<file path="config.mk">
export PLATFORM = sky130hd
export DESIGN_NAME = duck_move_control_flat
export DESIGN_NICKNAME = d
export VERILOG_FILES = /design/src/rtl/duck_move_control_if.sv /design/src/rtl/duck_move_control.sv /design/src/flat_wrapper.sv
export SDC_FILE = /design/constraint.sdc
export NUM_CORES = 1
export LEC_CHECK = 0
export CORE_MARGIN = 2
export CORE_UTILIZATION = 40
export DETAILED_ROUTE_END_ITERATION = 16
export GPL_ROUTABILITY_DRIVEN = 0
export GPL_TIMING_DRIVEN = 0
export SYNTH_ARGS = -nofsm -noshare
export SYNTH_HDL_FRONTEND = slang
export SYNTH_SLANG_ARGS = --single-unit
</file>
<file path="constraint.sdc">
create_clock -name clk -period 2.45 [get_ports clk]
set_input_delay 0.49 -clock clk [delete_from_list [all_inputs] [get_ports clk]]
set_output_delay 0.49 -clock clk [all_outputs]
set_load 0.005 [all_outputs]
</file>
<file path="src/rtl/duck_move_control_if.sv">
// Handshake bundle between the duck frame sequencer and the movement datapath.
interface duck_move_control_if;
   logic       key_left;
   logic       key_right;
   logic       key_up;
   logic       key_down;
   logic       draw_done;
   logic [7:0] bird_x;
   logic [6:0] bird_y;
   logic [3:0] control;
   logic       PorB;
   logic       frame_overrun;

   modport master (
      input  key_left, key_right, key_up, key_down, draw_done, bird_x, bird_y,
      output control, PorB, frame_overrun
   );

   modport slave (
      output key_left, key_right, key_up, key_down, draw_done, bird_x, bird_y,
      input  control, PorB, frame_overrun
   );
endinterface

</file>
<file path="src/rtl/duck_move_control.sv">
// Per-frame sequencer: erases, moves and redraws the player crosshair, then the
// bouncing bird, once per frame tick.
module duck_move_control #(
   parameter int unsigned FRAME_TICKS = 833334,
   parameter int unsigned X_MIN       = 2,
   parameter int unsigned X_MAX       = 158,
   parameter int unsigned Y_MIN       = 0,
   parameter int unsigned Y_MAX       = 117
) (
   input logic                 clk,
   input logic                 reset,
   duck_move_control_if.master bus
);

   localparam int unsigned     CNT_W    = (FRAME_TICKS > 1) ? $clog2(FRAME_TICKS) : 1;
   localparam logic [CNT_W-1:0] CNT_LAST = CNT_W'(FRAME_TICKS - 1);

   localparam logic [3:0] C_PREHOLD = 4'b0100;
   localparam logic [3:0] C_HOLD    = 4'b0000;
   localparam logic [3:0] C_CLEAR   = 4'b0001;
   localparam logic [3:0] C_LEFT    = 4'b0011;
   localparam logic [3:0] C_RIGHT   = 4'b0010;
   localparam logic [3:0] C_DOWN    = 4'b0110;
   localparam logic [3:0] C_UP      = 4'b0111;
   localparam logic [3:0] C_DRAW    = 4'b0101;

   // S_TURN is the player-to-bird turnaround; it shares the PREHOLD code.
   typedef enum logic [3:0] {
      S_PREHOLD, S_HOLD, S_CLEAR, S_LEFT, S_RIGHT, S_DOWN, S_UP, S_DRAW, S_TURN
   } state_e;

   state_e           state_q, state_d;
   logic [3:0]       control_q, control_d;
   logic             porb_q, porb_d;
   logic [CNT_W-1:0] cnt_q, cnt_d;
   logic             pending_q, pending_d;
   logic             overrun_q, overrun_d;
   logic             dir_x_q, dir_x_d;
   logic             dir_y_q, dir_y_d;
   logic [3:0]       keys_q, keys_d;      // {left, right, down, up}
   logic             entry_q, entry_d;

   logic tick, hold_exit, done, dx_new, dy_new;
   logic eff_l, eff_r, eff_d, eff_u;

   // Opposing keys cancel each other.
   assign eff_l = keys_q[3] & ~keys_q[2];
   assign eff_r = keys_q[2] & ~keys_q[3];
   assign eff_d = keys_q[1] & ~keys_q[0];
   assign eff_u = keys_q[0] & ~keys_q[1];

   always_comb begin
      state_d   = state_q;
      porb_d    = porb_q;
      keys_d    = keys_q;
      dir_x_d   = dir_x_q;
      dir_y_d   = dir_y_q;
      hold_exit = 1'b0;

      tick  = (cnt_q == CNT_LAST);
      cnt_d = tick ? '0 : cnt_q + CNT_W'(1);

      // The datapath's done flag is stale on the first cycle of CLEAR/DRAW.
      done   = bus.draw_done & ~entry_q;
      dx_new = dir_x_q ? ~(bus.bird_x >= 8'(X_MAX)) : (bus.bird_x <= 8'(X_MIN));
      dy_new = dir_y_q ? ~(bus.bird_y >= 7'(Y_MAX)) : (bus.bird_y <= 7'(Y_MIN));

      unique case (state_q)
         S_PREHOLD: begin
            state_d = S_HOLD;
            porb_d  = 1'b0;
         end
         S_HOLD: begin
            if (pending_q) begin
               hold_exit = 1'b1;
               keys_d    = {bus.key_left, bus.key_right, bus.key_down, bus.key_up};
               porb_d    = 1'b0;
               state_d   = S_CLEAR;
            end
         end
         S_CLEAR: begin
            if (done) begin
               if (porb_q) begin
                  dir_x_d = dx_new;
                  dir_y_d = dy_new;
                  state_d = dx_new ? S_RIGHT : S_LEFT;
               end else if (eff_l) state_d = S_LEFT;
               else if (eff_r)     state_d = S_RIGHT;
               else if (eff_d)     state_d = S_DOWN;
               else if (eff_u)     state_d = S_UP;
               else                state_d = S_DRAW;
            end
         end
         S_LEFT, S_RIGHT: begin
            if (porb_q)     state_d = dir_y_q ? S_DOWN : S_UP;
            else if (eff_d) state_d = S_DOWN;
            else if (eff_u) state_d = S_UP;
            else            state_d = S_DRAW;
         end
         S_DOWN, S_UP: state_d = S_DRAW;
         S_DRAW: begin
            if (done) begin
               state_d = porb_q ? S_PREHOLD : S_TURN;
               porb_d  = 1'b1;
            end
         end
         S_TURN:  state_d = S_CLEAR;
         default: state_d = S_PREHOLD;
      endcase

      // A tick landing on the HOLD exit edge re-arms pending without overrun.
      pending_d = hold_exit ? tick : (pending_q | tick);
      overrun_d = tick & pending_q & ~hold_exit;
      entry_d   = (state_d != state_q);

      unique case (state_d)
         S_HOLD:  control_d = C_HOLD;
         S_CLEAR: control_d = C_CLEAR;
         S_LEFT:  control_d = C_LEFT;
         S_RIGHT: control_d = C_RIGHT;
         S_DOWN:  control_d = C_DOWN;
         S_UP:    control_d = C_UP;
         S_DRAW:  control_d = C_DRAW;
         default: control_d = C_PREHOLD;
      endcase
   end

   always_ff @(posedge clk) begin
      if (reset) begin
         state_q   <= S_PREHOLD;
         control_q <= C_PREHOLD;
         porb_q    <= 1'b0;
         cnt_q     <= '0;
         pending_q <= 1'b0;
         overrun_q <= 1'b0;
         dir_x_q   <= 1'b1;
         dir_y_q   <= 1'b0;
         keys_q    <= '0;
         entry_q   <= 1'b0;
      end else begin
         state_q   <= state_d;
         control_q <= control_d;
         porb_q    <= porb_d;
         cnt_q     <= cnt_d;
         pending_q <= pending_d;
         overrun_q <= overrun_d;
         dir_x_q   <= dir_x_d;
         dir_y_q   <= dir_y_d;
         keys_q    <= keys_d;
         entry_q   <= entry_d;
      end
   end

   assign bus.control       = control_q;
   assign bus.PorB          = porb_q;
   assign bus.frame_overrun = overrun_q;

endmodule

</file>
<file path="src/flat_wrapper.sv">
// flat-port wrapper written by rule: the top's interface ports become plain ports
module duck_move_control_flat 
#(
   parameter int unsigned FRAME_TICKS = 833334,
   parameter int unsigned X_MIN       = 2,
   parameter int unsigned X_MAX       = 158,
   parameter int unsigned Y_MIN       = 0,
   parameter int unsigned Y_MAX       = 117
)
  (clk, reset, bus_key_left, bus_key_right, bus_key_up, bus_key_down, bus_draw_done, bus_bird_x, bus_bird_y, bus_control, bus_PorB, bus_frame_overrun);
  duck_move_control_if bus_i ();
  input logic clk;
  input logic reset;
  input wire logic [$bits(bus_i.key_left)-1:0] bus_key_left;
  input wire logic [$bits(bus_i.key_right)-1:0] bus_key_right;
  input wire logic [$bits(bus_i.key_up)-1:0] bus_key_up;
  input wire logic [$bits(bus_i.key_down)-1:0] bus_key_down;
  input wire logic [$bits(bus_i.draw_done)-1:0] bus_draw_done;
  input wire logic [$bits(bus_i.bird_x)-1:0] bus_bird_x;
  input wire logic [$bits(bus_i.bird_y)-1:0] bus_bird_y;
  output wire logic [$bits(bus_i.control)-1:0] bus_control;
  output wire logic [$bits(bus_i.PorB)-1:0] bus_PorB;
  output wire logic [$bits(bus_i.frame_overrun)-1:0] bus_frame_overrun;
  assign bus_i.key_left = bus_key_left;
  assign bus_i.key_right = bus_key_right;
  assign bus_i.key_up = bus_key_up;
  assign bus_i.key_down = bus_key_down;
  assign bus_i.draw_done = bus_draw_done;
  assign bus_i.bird_x = bus_bird_x;
  assign bus_i.bird_y = bus_bird_y;
  assign bus_control = bus_i.control;
  assign bus_PorB = bus_i.PorB;
  assign bus_frame_overrun = bus_i.frame_overrun;
  duck_move_control #(.FRAME_TICKS(FRAME_TICKS), .X_MIN(X_MIN), .X_MAX(X_MAX), .Y_MIN(Y_MIN), .Y_MAX(Y_MAX)) u_core (.clk(clk), .reset(reset), .bus(bus_i));
endmodule
</file>
==> results.yml <==
cells_and_area:
  layout.nets: 278
  area_growth_pct: 21.6
  fin_util: 0.511
  n_antenna_cell: 0
  drive_above_1_share: 0.0906
  nFillCells: 428
  area.sequential_um2: 741
  multi_input_area_um2: 1030
timing:
  finalHoldViolCount: 0
  timing.final.ws_setup_ns: 0.277
  clock_skew_ns: 0.00607
  fmax_mhz: 460
  grt_setup_unrepaired: "false"
  setup_tns_ns: 0
  fin_crit_sh: 0.887
  min_period_ns: 2.17
  drv_slew: 0
  setup_violations: 0
clock_tree:
  post_cts_buffers: 0
  path_clk_slew_ns: 0.07
  worstSkewPairLatency_ns: 0.29
  cts_root_buf: "clkbuf_8"
  cts_resized: 0
  cts_buffers: 5
  cts_htree_levels: 2
  cts_tree: "done"
  clock_path_buffers: 2
  postCtsHoldBufs: 0
  clock_sinks: 37
die:
  fp.dieW_um: 72.1
  num_io_pins: 28
  core.rowCount: 24
  die-area_um2: 5200
  initial_core_util: 0.420
  dieHeight_um: 72.1
  core-area_um2: 4410
global_route:
  grt_use_total: 0.160
  grt_pass1_vias: 1514
  grt_pass1_wl_um: 6490
  antenna_found_initial: 0
  grt.overflow.total: 0
  grt_max_degree: 11
pwr:
  clockPowerShare: 0.381
  power_per_cell_area_nw_per_um2: 502
  switching_share: 0.222
  seq_power_share: 0.541
  power.switching_mw: 0.251
  p_int_mw: 0.882
  pwr-share-comb: 0.078
  leakage_nw: 0.855
  peakVddDrop_mv: 0.365
setup_path:
  worstSetupPathType: "input pin to flip-flop"
  cp-end-kind: "flip-flop"
  worst-endpoint-arrival_ns: 2.36
  critPathLaunchType: "input pin"
  cp_max_fo: 4
  critPathRequiredTime_ns: 2.63
worst_hold_path:
  worst_hold_path_type: "flip-flop to flip-flop"
logic_synthesis:
  syn-cell-area_um2: 1860
  syn_inst: 222
  synth_cell_types: 47
  synth-seq-cells: 37
  ys_seq_area_frac: 0.399
  syn_area_per_cell_um2: 8.36
  synth.net_count: 246
  synth_warnings: 0
drt:
  wl_um: 3820
  viasPerCell: 5.34
  drc: 0
  dr.pass1.iters: 4
  drtIter0Drc: 117
  vias: 1635
  drtAntennaViolNets: 0
  wl_per_cell_um: 12.5
placement:
  numPortBuffers: 25
  hpwl_um: 2810
  place_ws_ns: -0.0363
run_status:
  status: "completed"
job:
  max-cap-violations: 0
==> cells in the mapped netlist, drive strengths merged <==
cell type   n  area, um2
a211o       1       8.76
nor2b       7       43.8
inv         5       18.8
ha          2       25.0
dfxtp      37        741
o21bai      1       7.51
a21boi      1       7.51
o21ai      11       55.1
nand3       8       40.0
a21oi       8       40.0
mux2        1       11.3
clkbuf      1       3.75
buf         9       63.8
nand2      15       56.3
nor3b       2       15.0
a22o        1       8.76
a221oi      1       15.0
a22oi       4       30.0
or3         3       18.8
and3        6       40.0
nor2       36        135
nor3        9       45.0
nand4       7       43.8
a31o        1       8.76
a2111oi     1       8.76
a31oi       2       12.5
nor4        2       12.5
o21a        2       15.0
mux2i       6       60.1
xnor2       5       43.8
and2        2       12.5
xor2       11       96.3
or4         3       26.3
nand2b      2       15.0
or2         1       6.26
conb        1       3.75
o211ai      4       35.0
a311oi      2       17.5
and2b       1       7.51
==> placed cells by master, fill, tap and decap left out, types with 2 or more instances in the layout <==
cell type / Yosys / layout
dfxtp_1: 37 / 37
nor2b_1: 7 / 7
ha_1: 2 / 2
clkbuf_1: 1 / 2
o211ai_1: 3 / 3
nand4_1: 7 / 7
xnor2_1: 5 / 5
and3_1: 4 / 4
a311oi_1: 2 / 2
nand2_1: 15 / 15
or3_1: 3 / 3
nor3_1: 9 / 9
or4_1: 2 / 2
buf_4: 3 / 3
clkbuf_8: 0 / 6
buf_2: 3 / 3
nor4_1: 2 / 2
a21oi_1: 8 / 8
mux2i_1: 6 / 6
o21a_1: 2 / 2
xor2_1: 11 / 11
buf_6: 2 / 2
nand3_1: 8 / 8
a22oi_1: 4 / 4
inv_1: 5 / 5
clkdlybuf4s50_1: 0 / 25
a31oi_1: 2 / 2
o21ai_0: 10 / 10
nor2_1: 36 / 36
and2_1: 2 / 2
nor3b_1: 2 / 2
and3_2: 2 / 2
==> flip-flops by register name (all words and copies together) (netlist names) <==
signal,flops
u_core.bus.PorB,1
u_core.bus.control,3
u_core.bus.frame_overrun,1
u_core.cnt_q,20
u_core.dir_x_q,1
u_core.dir_y_q,1
u_core.entry_q,1
u_core.keys_q,4
u_core.pending_q,1
u_core.state_q,4
==> through the flow <==
step	power (mW)	area, um2	hold WS (ns)	std cells
2_1_floorplan	0.669	1860	0.434	222
3_3_place_gp	0.716	2170	0.453	299
3_5_place_dp	0.716	2170	0.458	299
4_1_cts	1.15	2260	0.475	306
5_1_grt	1.18	2260	0.511	306
6_report	1.13	2260	0.471	306
==> worst paths after layout <==
| path | from | endpoint | slack, ns | depth (start not counted) |
|---|---|---|---|---|
| worst max-delay path | bus_bird_x[7] | u_core.bus.control[1] | 0.28 | 7 |
| worst min-delay path | u_core.cnt_q[0] | u_core.cnt_q[0] | 0.47 | 1 |
| worst max register to register | u_core.state_q[3] | u_core.bus.control[1] | 0.57 | 6 |
| worst min register to register | u_core.cnt_q[0] | u_core.cnt_q[0] | 0.47 | 1 |
==> cells by family (layout without fill, tap and decap cells) <==
family	count (synthesis)	count (layout)	synth area share
DFF	37	37	0.399
adders and majority gates	2	2	0.0135
muxes	7	7	0.0384
AOI/OAI and AO/OA	40	40	0.146
xor gates and xnor gates	16	16	0.0755
other	1	1	0.00202
buffers and inverters	15	47	0.0465
and+or+nand+nor	104	104	0.279
==> metal layers <==
layer  up-vias  global-route usage  part of all wire  wire length (um)
met4         0              0.0860             0.031               119
li1        840                   -                 -                 -
met2        47               0.283              0.48              1840
met1       735               0.176              0.43              1650
met3        13              0.0361             0.052               197
met5         -                   0                 0                 0
==> worst max-delay path, cell delays in order <==
cell and delay [ns]:
clkdlybuf4s50_1 0.44, nor4_1 0.28, a22oi_1 0.18, nor3_1 0.22, o21ai_0 0.17, o21ai_0 0.23
mux2_2 0.35
==> area by class of cell <==
| cell class | instances | share of cell area |
|---|---|---|
| Sequential cell | 37 | 0.328 |
| Timing Repair Buffer | 25 | 0.111 |
| Clock buffer | 7 | 0.0382 |
| Buffer | 10 | 0.0299 |
| Tap cell | 52 | 0.0288 |
| Inverter | 5 | 0.00831 |
| Multi-Input combinational cell | 170 | 0.456 |
==> power by group through the flow <==
stage | clock network [mW] | registers [mW] | logic [mW]
3_5_place_dp | 0 | 0.627 | 0.0892
5_1_grt | 0.472 | 0.614 | 0.0980
2_1_floorplan | 0 | 0.626 | 0.0424
4_1_cts | 0.448 | 0.613 | 0.0896
6_report | 0.432 | 0.613 | 0.0885
3_3_place_gp | 0 | 0.627 | 0.0892
Power figures use the tool's default switching activity.
